`src/rtl/seq_pattern_detect_if.sv`:
```
// Serial-stream bus for seq_pattern_detect: bit input, configuration, detect/count status.
// With SEQ_PATTERN_DETECT_MASK_EN defined, a per-position compare mask is added.
interface seq_pattern_detect_if #(
  parameter int unsigned PAT_W = 4,
  parameter int unsigned CNT_W = 8
);
  logic             enable;
  logic             inbits;
  logic [PAT_W-1:0] pattern;
  logic             overlap;
  logic             clear;
`ifdef SEQ_PATTERN_DETECT_MASK_EN
  logic [PAT_W-1:0] mask;
`endif
  logic             detect;
  logic [CNT_W-1:0] match_count;
  logic             count_sat;

  modport master (
    output enable, inbits, pattern, overlap, clear,
`ifdef SEQ_PATTERN_DETECT_MASK_EN
    output mask,
`endif
    input  detect, match_count, count_sat
  );

  modport slave (
    input  enable, inbits, pattern, overlap, clear,
`ifdef SEQ_PATTERN_DETECT_MASK_EN
    input  mask,
`endif
    output detect, match_count, count_sat
  );
endinterface

```
`src/rtl/seq_pattern_detect.sv`:
```
// Parametrised serial bit-sequence detector with overlap control and saturating match count.
// Optional SEQ_PATTERN_DETECT_MASK_EN adds a don't-care mask on the pattern compare.
module seq_pattern_detect #(
  parameter int unsigned PAT_W = 4,
  parameter int unsigned CNT_W = 8
) (
  input  logic               clk,
  input  logic               reset,
  seq_pattern_detect_if.slave bus
);
  localparam int unsigned FILL_W = $clog2(PAT_W + 1);
  localparam int unsigned HIST_W = PAT_W - 1;

  // Only the newest PAT_W-1 bits are kept; the oldest bit is never needed after the next shift.
  logic [HIST_W-1:0] hist_q, hist_d;
  logic [FILL_W-1:0] fill_q, fill_d;
  logic              detect_q, detect_d;
  logic [CNT_W-1:0]  count_q, count_d;
  logic              sat_q, sat_d;

  logic [PAT_W-1:0]  next_hist;
  logic [FILL_W-1:0] next_fill;
  logic              pat_hit;
  logic              match;

  always_comb begin
    next_hist = {hist_q, bus.inbits};
    next_fill = (fill_q == FILL_W'(PAT_W)) ? fill_q : FILL_W'(fill_q + FILL_W'(1));
`ifdef SEQ_PATTERN_DETECT_MASK_EN
    pat_hit   = ((next_hist ^ bus.pattern) & bus.mask) == '0;
`else
    pat_hit   = next_hist == bus.pattern;
`endif
    match     = bus.enable & ~bus.clear & (next_fill == FILL_W'(PAT_W)) & pat_hit;
  end

  // Next-state: clear wins over an accepted bit; a non-overlapping match restarts the fill.
  always_comb begin
    hist_d   = hist_q;
    fill_d   = fill_q;
    detect_d = 1'b0;
    count_d  = count_q;
    if (bus.clear) begin
      hist_d  = '0;
      fill_d  = '0;
      count_d = '0;
    end else if (bus.enable) begin
      hist_d = next_hist[HIST_W-1:0];
      fill_d = next_fill;
      if (match) begin
        detect_d = 1'b1;
        if (!sat_q) count_d = CNT_W'(count_q + CNT_W'(1));
        if (!bus.overlap) begin
          hist_d = '0;
          fill_d = '0;
        end
      end
    end
    sat_d = &count_d;
  end

  always_ff @(posedge clk or posedge reset) begin
    if (reset) begin
      hist_q   <= '0;
      fill_q   <= '0;
      detect_q <= 1'b0;
      count_q  <= '0;
      sat_q    <= 1'b0;
    end else begin
      hist_q   <= hist_d;
      fill_q   <= fill_d;
      detect_q <= detect_d;
      count_q  <= count_d;
      sat_q    <= sat_d;
    end
  end

  assign bus.detect      = detect_q;
  assign bus.match_count = count_q;
  assign bus.count_sat   = sat_q;
endmodule
```
`src/flat_wrapper.sv`:
```
// flat-port wrapper written by rule: the top's interface ports become plain ports
module seq_pattern_detect_flat 
#(
  parameter int unsigned PAT_W = 4,
  parameter int unsigned CNT_W = 8
)
  (clk, reset, bus_enable, bus_inbits, bus_pattern, bus_overlap, bus_clear, bus_detect, bus_match_count, bus_count_sat);
  seq_pattern_detect_if #(.PAT_W(PAT_W), .CNT_W(CNT_W)) bus_i ();
  input  logic clk;
  input  logic reset;
  input wire logic [$bits(bus_i.enable)-1:0] bus_enable;
  input wire logic [$bits(bus_i.inbits)-1:0] bus_inbits;
  input wire logic [$bits(bus_i.pattern)-1:0] bus_pattern;
  input wire logic [$bits(bus_i.overlap)-1:0] bus_overlap;
  input wire logic [$bits(bus_i.clear)-1:0] bus_clear;
  output wire logic [$bits(bus_i.detect)-1:0] bus_detect;
  output wire logic [$bits(bus_i.match_count)-1:0] bus_match_count;
  output wire logic [$bits(bus_i.count_sat)-1:0] bus_count_sat;
  assign bus_i.enable = bus_enable;
  assign bus_i.inbits = bus_inbits;
  assign bus_i.pattern = bus_pattern;
  assign bus_i.overlap = bus_overlap;
  assign bus_i.clear = bus_clear;
  assign bus_detect = bus_i.detect;
  assign bus_match_count = bus_i.match_count;
  assign bus_count_sat = bus_i.count_sat;
  seq_pattern_detect #(.PAT_W(PAT_W), .CNT_W(CNT_W)) u_core (.clk(clk), .reset(reset), .bus(bus_i));
endmodule
```
`config.mk`:
```
export PLATFORM = sky130hd
export DESIGN_NAME = seq_pattern_detect_flat
export DESIGN_NICKNAME = d
export VERILOG_FILES = /design/src/rtl/seq_pattern_detect_if.sv /design/src/rtl/seq_pattern_detect.sv /design/src/flat_wrapper.sv
export SDC_FILE = /design/constraint.sdc
export NUM_CORES = 1
export LEC_CHECK = 0
export CAP_MARGIN = 25
export CORE_UTILIZATION = 53
export CTS_CLUSTER_SIZE = 30
export DETAILED_ROUTE_END_ITERATION = 12
export HOLD_SLACK_MARGIN = 0.05
export PLACE_DENSITY = 0.81
export SYNTH_ARGS = -nofsm -noshare
export SYNTH_HDL_FRONTEND = slang
export SYNTH_SLANG_ARGS = --single-unit
export TNS_END_PERCENT = 10
```
`constraint.sdc`:
```
create_clock -name clk -period 3.65 [get_ports clk]
set_clock_uncertainty 0.1 [all_clocks]
set_input_delay 0.5475 -clock clk [delete_from_list [all_inputs] [get_ports clk]]
set_output_delay 0.5475 -clock clk [all_outputs]
set_load 0.1 [all_outputs]
```
======== Word level (Yosys, flattened, before mapping) ========
Cells that the tools add are included.
operators by class
  multiplexer cells ....................... 16
  add/subtract/negate cells ............... 2
  reduce and logical (&&, ||, !) cells .... 2
  equal/unequal tests ..................... 3
  bitwise logic cells ..................... 4
operators with widths
  kind                                         number
  2-to-1 mux 8 bit                             4
  2-to-1 mux 3 bit                             9
  adder 8 x 1 -> 8 bit, second input constant  1
  AND reduction 8 bit                          1
  equality test 3 bit, second input constant   2
  equality test 4 bit                          1
  adder 3 x 1 -> 3 bit, second input constant  1
  AND 1 bit                                    3
  2-to-1 mux 1 bit                             3
  nonzero test 2 bit                           1
  NOT 1 bit                                    1
storage, ports and cells
  bits of input ports ..................... 10
  logic and storage cells ................. 32
  output and inout port bits .............. 10
  flip-flop bits (word level) ............. 16

======== Depth between registers and ports, before layout ========
Gate-level depths: netlist (run 1).
  depth after elaboration ................. 9
  depth in mapped cells ................... 9
  depth with buffers taken out ............ 9

======== Worst setup path after synthesis (run 1) ========
Ideal clock, no wire load.
  path type ............................... reg-to-reg
  from .................................... reg u_core.fill_q[0]
  to ...................................... reg u_core.sat_q (netlist: u_core.bus.count_sat)
  library setup time ...................... 0.096 ns
  slack ................................... 1.389 ns
  arrival time ............................ 2.065 ns
  clock period less this slack ............ 2.261 ns
  stages on the path, launching flop included .. 10
  required time ........................... 3.454 ns
  path buffers ............................ 1
  path through ............................ dfrtp_1 > inv_1 > ha_1 > nor2b_1 > mux2i_1 > or4_4 > buf_6 > nor4b_2 > o221ai_1 > nor4_2
on the way
  cells in the longest elaborated chain, start to end .. 9
  elaborated cells between the ends (all ways) .. 10
  those cells by class .................... 1 x add/sub; 2 x eq/ne; 4 x mux; 2 x bitwise; 1 x reduce/logical
RTL lines
  what                                                                line                      RTL
  from (decl)                                                         seq_pattern_detect.sv:16  logic [FILL_W-1:0] fill_q, fill_d;
  from (signal assigned)                                              seq_pattern_detect.sv:71  fill_q <= fill_d;
  adder 3 x 1 -> 3 bit / equality test 3 bit (equally long branches)  seq_pattern_detect.sv:28  next_fill = (fill_q == FILL_W'(PAT_W)) ? fill_q : FILL_W'(fill_q + FILL_W'(1));
  2-to-1 mux 3 bit (*)                                                seq_pattern_detect.sv:28
  equality test 3 bit (*)                                             seq_pattern_detect.sv:34  match = bus.enable & ~bus.clear & (next_fill == FILL_W'(PAT_W)) & pat_hit;
  AND 1 bit (*) (2 in series)                                         seq_pattern_detect.sv:34
  2-to-1 mux 8 bit (*)                                                seq_pattern_detect.sv:50  if (match) begin
  2-to-1 mux 8 bit (*)                                                seq_pattern_detect.sv:47  end else if (bus.enable) begin
  2-to-1 mux 8 bit (*)                                                seq_pattern_detect.sv:43  if (bus.clear) begin
  AND reduction 8 bit (*)                                             seq_pattern_detect.sv:59  sat_d = &count_d;
  net u_core.sat_d                                                    seq_pattern_detect.sv:19  logic sat_q, sat_d;
  to (signal assigned)                                                seq_pattern_detect.sv:74  sat_q <= sat_d;
  to (decl)                                                           seq_pattern_detect.sv:19
The timed path passes the listed nets; every way through them passes the cells marked *.
A chain may end at the register's enable or synchronous reset.

======== Worst setup path in the final report (run 1) ========
  from .................................... in bus_enable
  to ...................................... reg u_core.sat_q (netlist: u_core.bus.count_sat)
on the way
  cells in the longest elaborated chain, start to end .. 7
RTL lines
  what                     line                      RTL
  from (decl)              flat_wrapper.sv:11        input wire logic [$bits(bus_i.enable)-1:0] bus_enable;
  AND 1 bit (3 in series)  seq_pattern_detect.sv:34
  2-to-1 mux 8 bit         seq_pattern_detect.sv:50
  2-to-1 mux 8 bit (*)     seq_pattern_detect.sv:47
  2-to-1 mux 8 bit (*)     seq_pattern_detect.sv:43
  AND reduction 8 bit (*)  seq_pattern_detect.sv:59
  net u_core.sat_d         seq_pattern_detect.sv:19
Marks and branches as above.

==> results of run 1 <==
-- path summary, 6_finish.rpt --
check	slack, ns	cells past startpoint	to
hold reg to reg	0.46	2	u_core.hist_q[2]
hold / removal	0.46	2	u_core.hist_q[2]
min in group asynchronous	0.51	2	u_core.hist_q[1]
max in group asynchronous	2.56	2	u_core.fill_q[2]
setup reg to reg	1.09	9	u_core.bus.count_sat
setup / recovery	0.90	7	u_core.bus.count_sat
-- state kept, by name, indices dropped and copies added, names as in the netlist --
signal and flops:
u_core.bus.count_sat 1, u_core.bus.detect 1, u_core.bus.match_count 8, u_core.fill_q 3
u_core.hist_q 3
-- cell usage in the layout (no fill, tap or decap), types with 2 or more instances in the layout --
cell type,synthesis,routed
dfrtp_1,16,16
nand3_1,2,2
xnor2_1,6,6
clkbuf_4,0,3
nand2_1,10,10
xor2_1,3,3
o21a_1,3,3
nor2_1,10,10
nand4_1,3,3
clkdlybuf4s50_1,0,19
nand2b_1,3,3
o221ai_1,2,2
inv_1,6,6
ha_1,3,3
a21oi_1,6,6
o21ai_0,2,2
o211ai_1,3,3
o31a_1,2,2
and3_1,2,2
-- worst max-delay path, cell delays in order --
cell             delay [ns]
clkdlybuf4s50_1        0.67
o2111ai_1              0.21
or4_4                  0.67
clkinv_1               0.18
and4_1                 0.23
o221ai_1               0.13
nor4_2                 0.22
-- area by class of cell --
class                           count  area [µm²]  area share (%)
Timing Repair Buffer               20         198            16.9
Clock buffer                        4        36.3            3.10
Inverter                            8        31.3            2.67
Sequential cell                    16         400            34.2
Tap cell                           16        20.0            1.71
Multi-Input combinational cell     71         485            41.5
-- power by group through the flow --
stage	clock [W]	sequential, W	combinational, W
global placement	0	0.000187	0.0000390
floorplan	0	0.000187	0.0000231
detailed placement	0	0.000187	0.0000402
global route	0.000127	0.000184	0.0000451
CTS	0.000124	0.000184	0.0000405
finish	0.000120	0.000184	0.0000401
-- routing by layer --
layer	vias to the layer above	global-route usage, %	routed length [µm]
li1	384	-	-
met1	374	31.8	919
met2	22	37.6	954
met3	4	6.12	86
met4	0	10.9	34
met5	-	0	0
-- metrics by stage --
step	utilization [%]	hold WS [ns]
final	74.3	0.458
after global routing	74.3	0.510
after CTS	74.3	0.469
after detailed placement	72.0	0.452
after global placement	72.0	0.411
after floorplan	-	0.361
-- cells by family (layout without fill, tap and decap cells) --
logic type,Yosys count,count (layout),share of synthesized area (%)
buf+inv,11,32,5.35
fa+ha+maj,3,3,4.01
flops,16,16,42.8
simple gates,38,38,23.9
mux,1,1,1.07
compound gates,20,20,14.4
xor+xnor,9,9,8.42
==> flow_summary.yaml, run 1 <==
power:
  p_switching_w: 0.0000825
  pwr_density_cell_nw_per_um2: 294
  power_w: 0.000344
  clkPwrFrac_pct: 35.0
  combPwrFrac_pct: 11.6
  p_int_w: 0.000262
  ir_drop_uv: 220
  seq_power_share_pct: 53.4
  p_leak_nw: 0.480
  swShare_pct: 24.0
clock_tree:
  cts_setup_buffers: 0
  clk_pin_slew_ns: 0.09
  hold_buffers: 0
  clk_latency_ns: 0.30
  htreeDepth: 1
  cts_tree: "built"
  clock_path_buffers: 2
  cts_buffers: 3
  cts.root.buffer_cell: "clkbuf_4"
  cts_resized: 0
  cts.sinks: 16
synthesis:
  syn-cell-area_um2: 936
  ys.flop_type: "dfrtp_1"
  synth.top_cell.area_share_pct: 42.8
  synth-seq-area-share_pct: 42.8
  syn_avg_cell_area_um2: 9.55
  synth_most_common_cell: "dfrtp_1"
  yosysUniqueCellTypes: 32
  synth_edf_count: 0
  yosysWarnings: 0
  synth_common_cells: "dfrtp_1, nand2_1, nor2_1"
  syn_inst: 98
  synth-seq-cells: 16
  async_flop_share_pct: 100
  synth_nets: 111
  yosys-top-cells-area: "dfrtp_1, xnor2_1, ha_1, nand2_1, nor2_1"
  yosys.area.top_type: "dfrtp_1"
floorplanning:
  rows: 14
  coreArea_um2: 1580
  die_y_um: 44.0
  boundaryPins: 20
  dieArea_um2: 1940
  start_util_pct: 59.4
  fp.dieW_um: 44.0
cells_and_area:
  nNetsFinal: 133
  layout-drive-gt1-share_pct: 8.40
  stdcell_count: 135
  design_area_um2: 1170
  fillCellCount: 131
  synthToLayoutAreaGrowth_pct: 25.1
  antenna_cells: 0
placed_design:
  place_ws_ns: 0.610
  dp.final_hpwl_um: 1490
  gp_congestion: 0.808
  dp.cells: 131
  dpl-instance-area_um2: 1130
  numPortBuffers: 19
setup_path:
  crit_type: "in -> reg"
  arrival_ns: 2.86
  reg2reg_from: "u_core.fill_q[0]"
  startpoint: "bus_enable"
  cp.required_ns: 3.76
  cp-start-kind: "primary input"
  worstPathMaxFanout: 12
  endpoint_kind: "flop"
route:
  ant_nets: 0
  avgRoutedWirePerCell_um: 14.8
  viasPerCell: 5.81
  detail_route.first_pass.iterations: 10
  routed_wl_um: 1990
  drc: 1
  vias: 784
  drtIter0Drc: 18
flow_run:
  cap_violations: 0
timing:
  hold_viol_final: 0
  period_share_pct: 75.2
  fin_crit_ns: 2.75
  finalWorstSetupSlack_ns: 0.905
  rsz0062_at_grt: "no"
  slew_viol_final: 0
  tightestPinTransition_ns: 0.968
  maxSlewHeadroom_pct: 35.3
  maxClockFrequency_mhz: 364
  setup_viol: 0
  setup_tns_ns: 0
global_routing:
  grt_pass1_vias: 787
  antenna_found_initial: 0
  grt_pass1_wl_um: 3360
  grt.overflow.total: 0
  grt_max_degree: 17
  gr-usage-all-layers_pct: 24.2
status:
  violations: "design-rule violations"
  status: "finished, violations left"
worst_hold_path:
  min_path_type: "reg -> reg"
  worstHoldStart: "u_core.hist_q[2]"
Note: power is estimated with default switching activity, not from simulation.
==> run 2, diff against run 1 <==
--- a/config.mk
+++ b/config.mk
@@ -6,11 +6,11 @@
 export NUM_CORES = 1
 export LEC_CHECK = 0
 export CAP_MARGIN = 25
-export CORE_UTILIZATION = 53
+export CORE_UTILIZATION = 44
 export CTS_CLUSTER_SIZE = 30
 export DETAILED_ROUTE_END_ITERATION = 12
 export HOLD_SLACK_MARGIN = 0.05
-export PLACE_DENSITY = 0.81
+export PLACE_DENSITY = 0.71
 export SYNTH_ARGS = -nofsm -noshare
 export SYNTH_HDL_FRONTEND = slang
 export SYNTH_SLANG_ARGS = --single-unit
==> constraint.sdc (replaced) <==
create_clock -name clk -period 2.3 [get_ports clk]
set_clock_uncertainty 0.1 [all_clocks]
set_input_delay 0.345 -clock clk [delete_from_list [all_inputs] [get_ports clk]]
set_output_delay 0.345 -clock clk [all_outputs]
set_load 0.1 [all_outputs]
==> flow_summary.yaml, run 2 (synthesis results as in run 1) <==
timing:
  slew_viol_final: 0
  tightestPinTransition_ns: 0.604
  setup_viol: 2
  fin_crit_ns: 2.37
  maxClockFrequency_mhz: 422
  setup_tns_ns: -0.0701
  whs_ns: 0.306
  rsz0062_at_grt: "yes"
  period_share_pct: 103
  finalWorstSetupSlack_ns: -0.0685
  maxSlewHeadroom_pct: 59.7
  hold_viol_final: 0
setup_path:
  cp-start-kind: "flop"
  crit_buf_inv: 2
  endpoint_kind: "flop"
  cpLargestDelayFamily: "simple AND/OR/NAND/NOR gates"
  crit_type: "reg -> reg"
  arrival_ns: 2.48
  cp.depth: 9
  cp.required_ns: 2.41
  crit_chain: "inv_2 > ha_2 > nand3b_1 > o2111ai_2 > or4_4 > clkinv_4 > nand4_1 > xor2_1 > nor4_2"
  cp_slowest_cell: "or4_4"
  max_stage_delay_ns: 0.64
  worstPathMaxFanout: 5
  reg2reg_depth: 9
cells_and_area:
  synthToLayoutAreaGrowth_pct: 40.9
  largest_reg_flops: 8
  layout-drive-gt1-share_pct: 31.9
  nNetsFinal: 150
  stdcell_count: 162
  final_util_pct: 66.5
  antenna_cells: 0
  final_common_cell: "buf_4"
  layout_common_cells: "buf_4, dfrtp_1, nand2_1, nor2_1, clkdlybuf4s50_1"
  fillCellCount: 164
global_routing:
  gr-usage-all-layers_pct: 22.9
  grt_pass1_vias: 833
  grt_max_degree: 17
  use_met2_pct: 38.9
  grt.overflow.total: 0
  grt_pass1_wl_um: 3620
  top_usage_layer: "met2"
  met3_usage_pct: 3.70
  gr-usage-met1_pct: 29.4
  antenna_found_initial: 0
worst_hold_path:
  min_path_type: "in -> async"
floorplanning:
  start_util_pct: 47.2
  dieArea_um2: 2320
  rows: 16
  die_y_um: 48.1
  fp.dieW_um: 48.1
  coreArea_um2: 1980
  boundaryPins: 20
placed_design:
  place_ws_ns: -0.211
  dp.final_hpwl_um: 1590
  numPortBuffers: 19
  dp.cells: 153
  gp_congestion: 0.843
route:
  drtIter0Drc: 11
  viasPerCell: 5.27
  ant_nets: 0
  avgRoutedWirePerCell_um: 13.7
  detail_route.first_pass.iterations: 4
  vias: 854
  routed_wl_um: 2220
  drc: 0
clock_tree:
  htreeDepth: 1
  clk_pin_slew_ns: 0.10
  cts.sinks: 16
  clk_latency_ns: 0.29
  cts_tree: "built"
  cts.root.buffer_cell: "clkbuf_4"
  cts_buffers: 3
  clock_path_buffers: 2
  hold_buffers: 0
power:
  pwr_density_cell_nw_per_um2: 404
  p_leak_nw: 0.576
  ir_drop_uv: 255
status:
  status: "finished, violations left"
  violations: "negative setup slack"
flow_run:
  cap_violations: 0
[run 2: cell types whose count changed in the layout (fill, tap and decap cells not counted), sizes merged]
cell / previous run / this run
buf: 1 / 27
clkdlybuf4s50: 19 / 9
clkbuf: 4 / 3
or4: 1 / 2
[run 2: power breakdown]
part	total [W]	switching [W]	leakage, nW	internal (W)
Clock	0.000155	0.0000940	0.0138	0.0000610
Combinational	0.0000857	0.0000382	0.341	0.0000475
Sequential	0.000292	0.00000535	0.221	0.000286
[run 2: layout make-up]
class,instances,area (µm²),area share (%)
well taps,27,33.8,2.56
repair buffers,36,293,22.2
flip-flops and latches,16,400,30.4
inverters,8,36.3,2.75
clock buffers,3,22.5,1.71
multi-input cells,72,533,40.4
[run 2: path summary, 6_finish.rpt]
path                                  startpoint  slack (ns)                        end
worst min register to register  u_core.hist_q[2]        0.47           u_core.hist_q[2]
min in group clk                u_core.hist_q[2]        0.47           u_core.hist_q[2]
worst min-delay path                       reset        0.31  u_core.bus.match_count[5]
worst max-delay path            u_core.fill_q[0]       -0.07       u_core.bus.count_sat
worst max register to register  u_core.fill_q[0]       -0.07       u_core.bus.count_sat
max in group asynchronous                  reset        1.40          u_core.bus.detect
[run 2: per-stage QoR]
stage | area, µm² | power, W
2_1_floorplan | 936 | 0.000333
3_3_place_gp | 1210 | 0.000371
3_5_place_dp | 1210 | 0.000374
4_1_cts | 1320 | 0.000533
5_1_grt | 1320 | 0.000553
6_report | 1320 | 0.000532
[run 2: repair_timing]
| item | 4_1_cts | 5_1_grt |
|---|---|---|
| cloned | 1 | 0 |
| gates resized for setup | 10 | 0 |
| pin swaps | 4 | 1 |
| endpoints found under the setup margin | 5 | 11 |
| setup buffers | 5 | 0 |
[run 2: routing by layer]
metal / up-vias / routed length, µm / share of wire [%]
met5: - / 0 / 0
met3: 4 / 44 / 2.0
li1: 424 / - / -
met1: 414 / 1020 / 46
met4: 0 / 23 / 1.0
met2: 12 / 1130 / 51
==> run 3, diff against run 2 <==
--- a/config.mk
+++ b/config.mk
@@ -6,6 +6,7 @@
 export NUM_CORES = 1
 export LEC_CHECK = 0
 export CAP_MARGIN = 25
+export CORE_MARGIN = 4
 export CORE_UTILIZATION = 44
 export CTS_CLUSTER_SIZE = 30
 export DETAILED_ROUTE_END_ITERATION = 12
==> flow_summary.yaml, run 3 (synthesis results as in run 1) <==
cells_and_area:
  fillCellCount: 160
  antenna_cells: 0
  layout_common_cells: "buf_4, dfrtp_1, nand2_1"
  synthToLayoutAreaGrowth_pct: 39.8
  largest_reg_flops: 8
  multi_input_area_um2: 532
  seq_area_um2: 400
  layout-drive-gt1-share_pct: 32.6
  nNetsFinal: 146
  final_common_cell: "buf_4"
  design_area_um2: 1310
setup_path:
  cp-start-kind: "flop"
  cp_slowest_cell: "or4_4"
  arrival_ns: 2.52
  max_stage_delay_ns: 0.61
  endpoint_kind: "flop"
  rrSetupSlack_ns: -0.11
  crit_chain: "inv_2 > ha_2 > nand3b_1 > o2111ai_2 > or4_4 > clkinv_4 > and4_4 > o221ai_2 > nor4_2"
  crit_type: "reg -> reg"
  reg2reg_depth: 9
  r2r-end: "u_core.bus.count_sat"
  cp.required_ns: 2.41
  reg2reg_from: "u_core.fill_q[0]"
  worstPathMaxFanout: 8
route:
  drtIter0Drc: 30
  avgRoutedWirePerCell_um: 14.8
  routed_wl_um: 2350
  viasPerCell: 5.45
  ant_nets: 0
  drc: 0
  detail_route.first_pass.iterations: 4
  vias: 867
power:
  pwr_density_cell_nw_per_um2: 431
  ir_drop_uv: 277
  p_leak_nw: 0.563
timing:
  hold_viol_final: 0
  setup_viol: 3
  maxSlewHeadroom_pct: 57.8
  rsz0062_at_grt: "yes"
  period_share_pct: 105
  finalWorstSetupSlack_ns: -0.115
  tightestPinTransition_ns: 0.632
  slew_viol_final: 0
  whs_ns: 0.317
  fin_crit_ns: 2.41
  maxClockFrequency_mhz: 414
global_routing:
  grt_max_degree: 17
  grt.overflow.total: 0
  grt_pass1_vias: 850
  antenna_found_initial: 0
  grt_pass1_wl_um: 3790
  gr-usage-all-layers_pct: 18.2
floorplanning:
  start_util_pct: 47.2
  coreArea_um2: 1980
  rows: 16
  dieArea_um2: 2930
  fp.dieW_um: 54.1
  die_y_um: 54.1
  boundaryPins: 20
clock_tree:
  clk_pin_slew_ns: 0.10
  cts_tree: "built"
  cts.root.buffer_cell: "clkbuf_4"
  htreeDepth: 1
  cts_buffers: 3
  clk_latency_ns: 0.29
  hold_buffers: 0
  cts.sinks: 16
  clock_path_buffers: 2
placed_design:
  place_ws_ns: -0.240
  numPortBuffers: 19
  dpl-instance-area_um2: 1200
  gp_congestion: 0.792
  dp.final_hpwl_um: 1620
status:
  status: "finished, violations left"
  violations: "negative setup slack"
flow_run:
  cap_violations: 0
worst_hold_path:
  min_path_type: "in -> async"
[run 3: layout make-up]
type                            count  share of cell area [%]
Multi-Input combinational cell     71                    40.6
Sequential cell                    16                    30.6
Timing Repair Buffer               33                    20.7
Clock buffer                        4                    2.77
Inverter                            8                    2.77
Tap cell                           27                    2.58
[run 3: routing by layer]
layer / vias up / GRT usage (%) / share of wire, %
li1: 416 / - / -
met1: 418 / 22.7 / 43
met2: 23 / 29.5 / 50
met3: 10 / 3.88 / 5.0
met4: 0 / 8.71 / 2.6
met5: - / 0 / 0
[run 3: what timing repair did]
action | in CTS | in global routing
pin swaps | 3 | 2
hold endpoints to repair | 0 | 0
resized for setup | 5 | 9
setup buffers | 2 | 1
setup endpoints to repair | 5 | 12
[run 3: metrics by stage]
stage	power (W)	utilization, %	std cells	setup TNS, ns
3_3_place_gp	0.000366	60.5	152	-0.696
3_5_place_dp	0.000368	60.5	152	-0.688
2_1_floorplan	0.000333	-	98	0
5_1_grt	0.000582	66.0	159	-0.903
4_1_cts	0.000559	64.0	158	-0.0686
6_report	0.000564	66.0	159	-0.136
[run 3: where the power goes]
group / internal [W] / switching, W / total [W] / leakage [nW]
clock: 0.0000965 / 0.0000968 / 0.000193 / 0.0210
sequential: 0.000286 / 0.00000557 / 0.000292 / 0.221
combinational: 0.0000431 / 0.0000353 / 0.0000784 / 0.321
[run 3: worst max-delay path, delay by kind of cell (launching register included)]
family / cells / cell delay (ns)
simple gates: 4 / 1.23
buf+inv: 2 / 0.17
compound gates: 2 / 0.25
flops: 1 / 0.42
fa+ha+maj: 1 / 0.16
[run 3: worst max-delay path by stage]
stage                     start                    to  slack [ns]  cells after the start
2_1_floorplan  u_core.fill_q[0]  u_core.bus.count_sat        0.04                      9
3_3_place_gp          bus_clear  u_core.bus.count_sat       -0.23                      8
3_5_place_dp          bus_clear  u_core.bus.count_sat       -0.24                      8
4_1_cts        u_core.fill_q[0]  u_core.bus.count_sat       -0.07                      8
5_1_grt        u_core.fill_q[0]  u_core.bus.count_sat       -0.24                      9
6_report       u_core.fill_q[0]  u_core.bus.count_sat       -0.11                      9
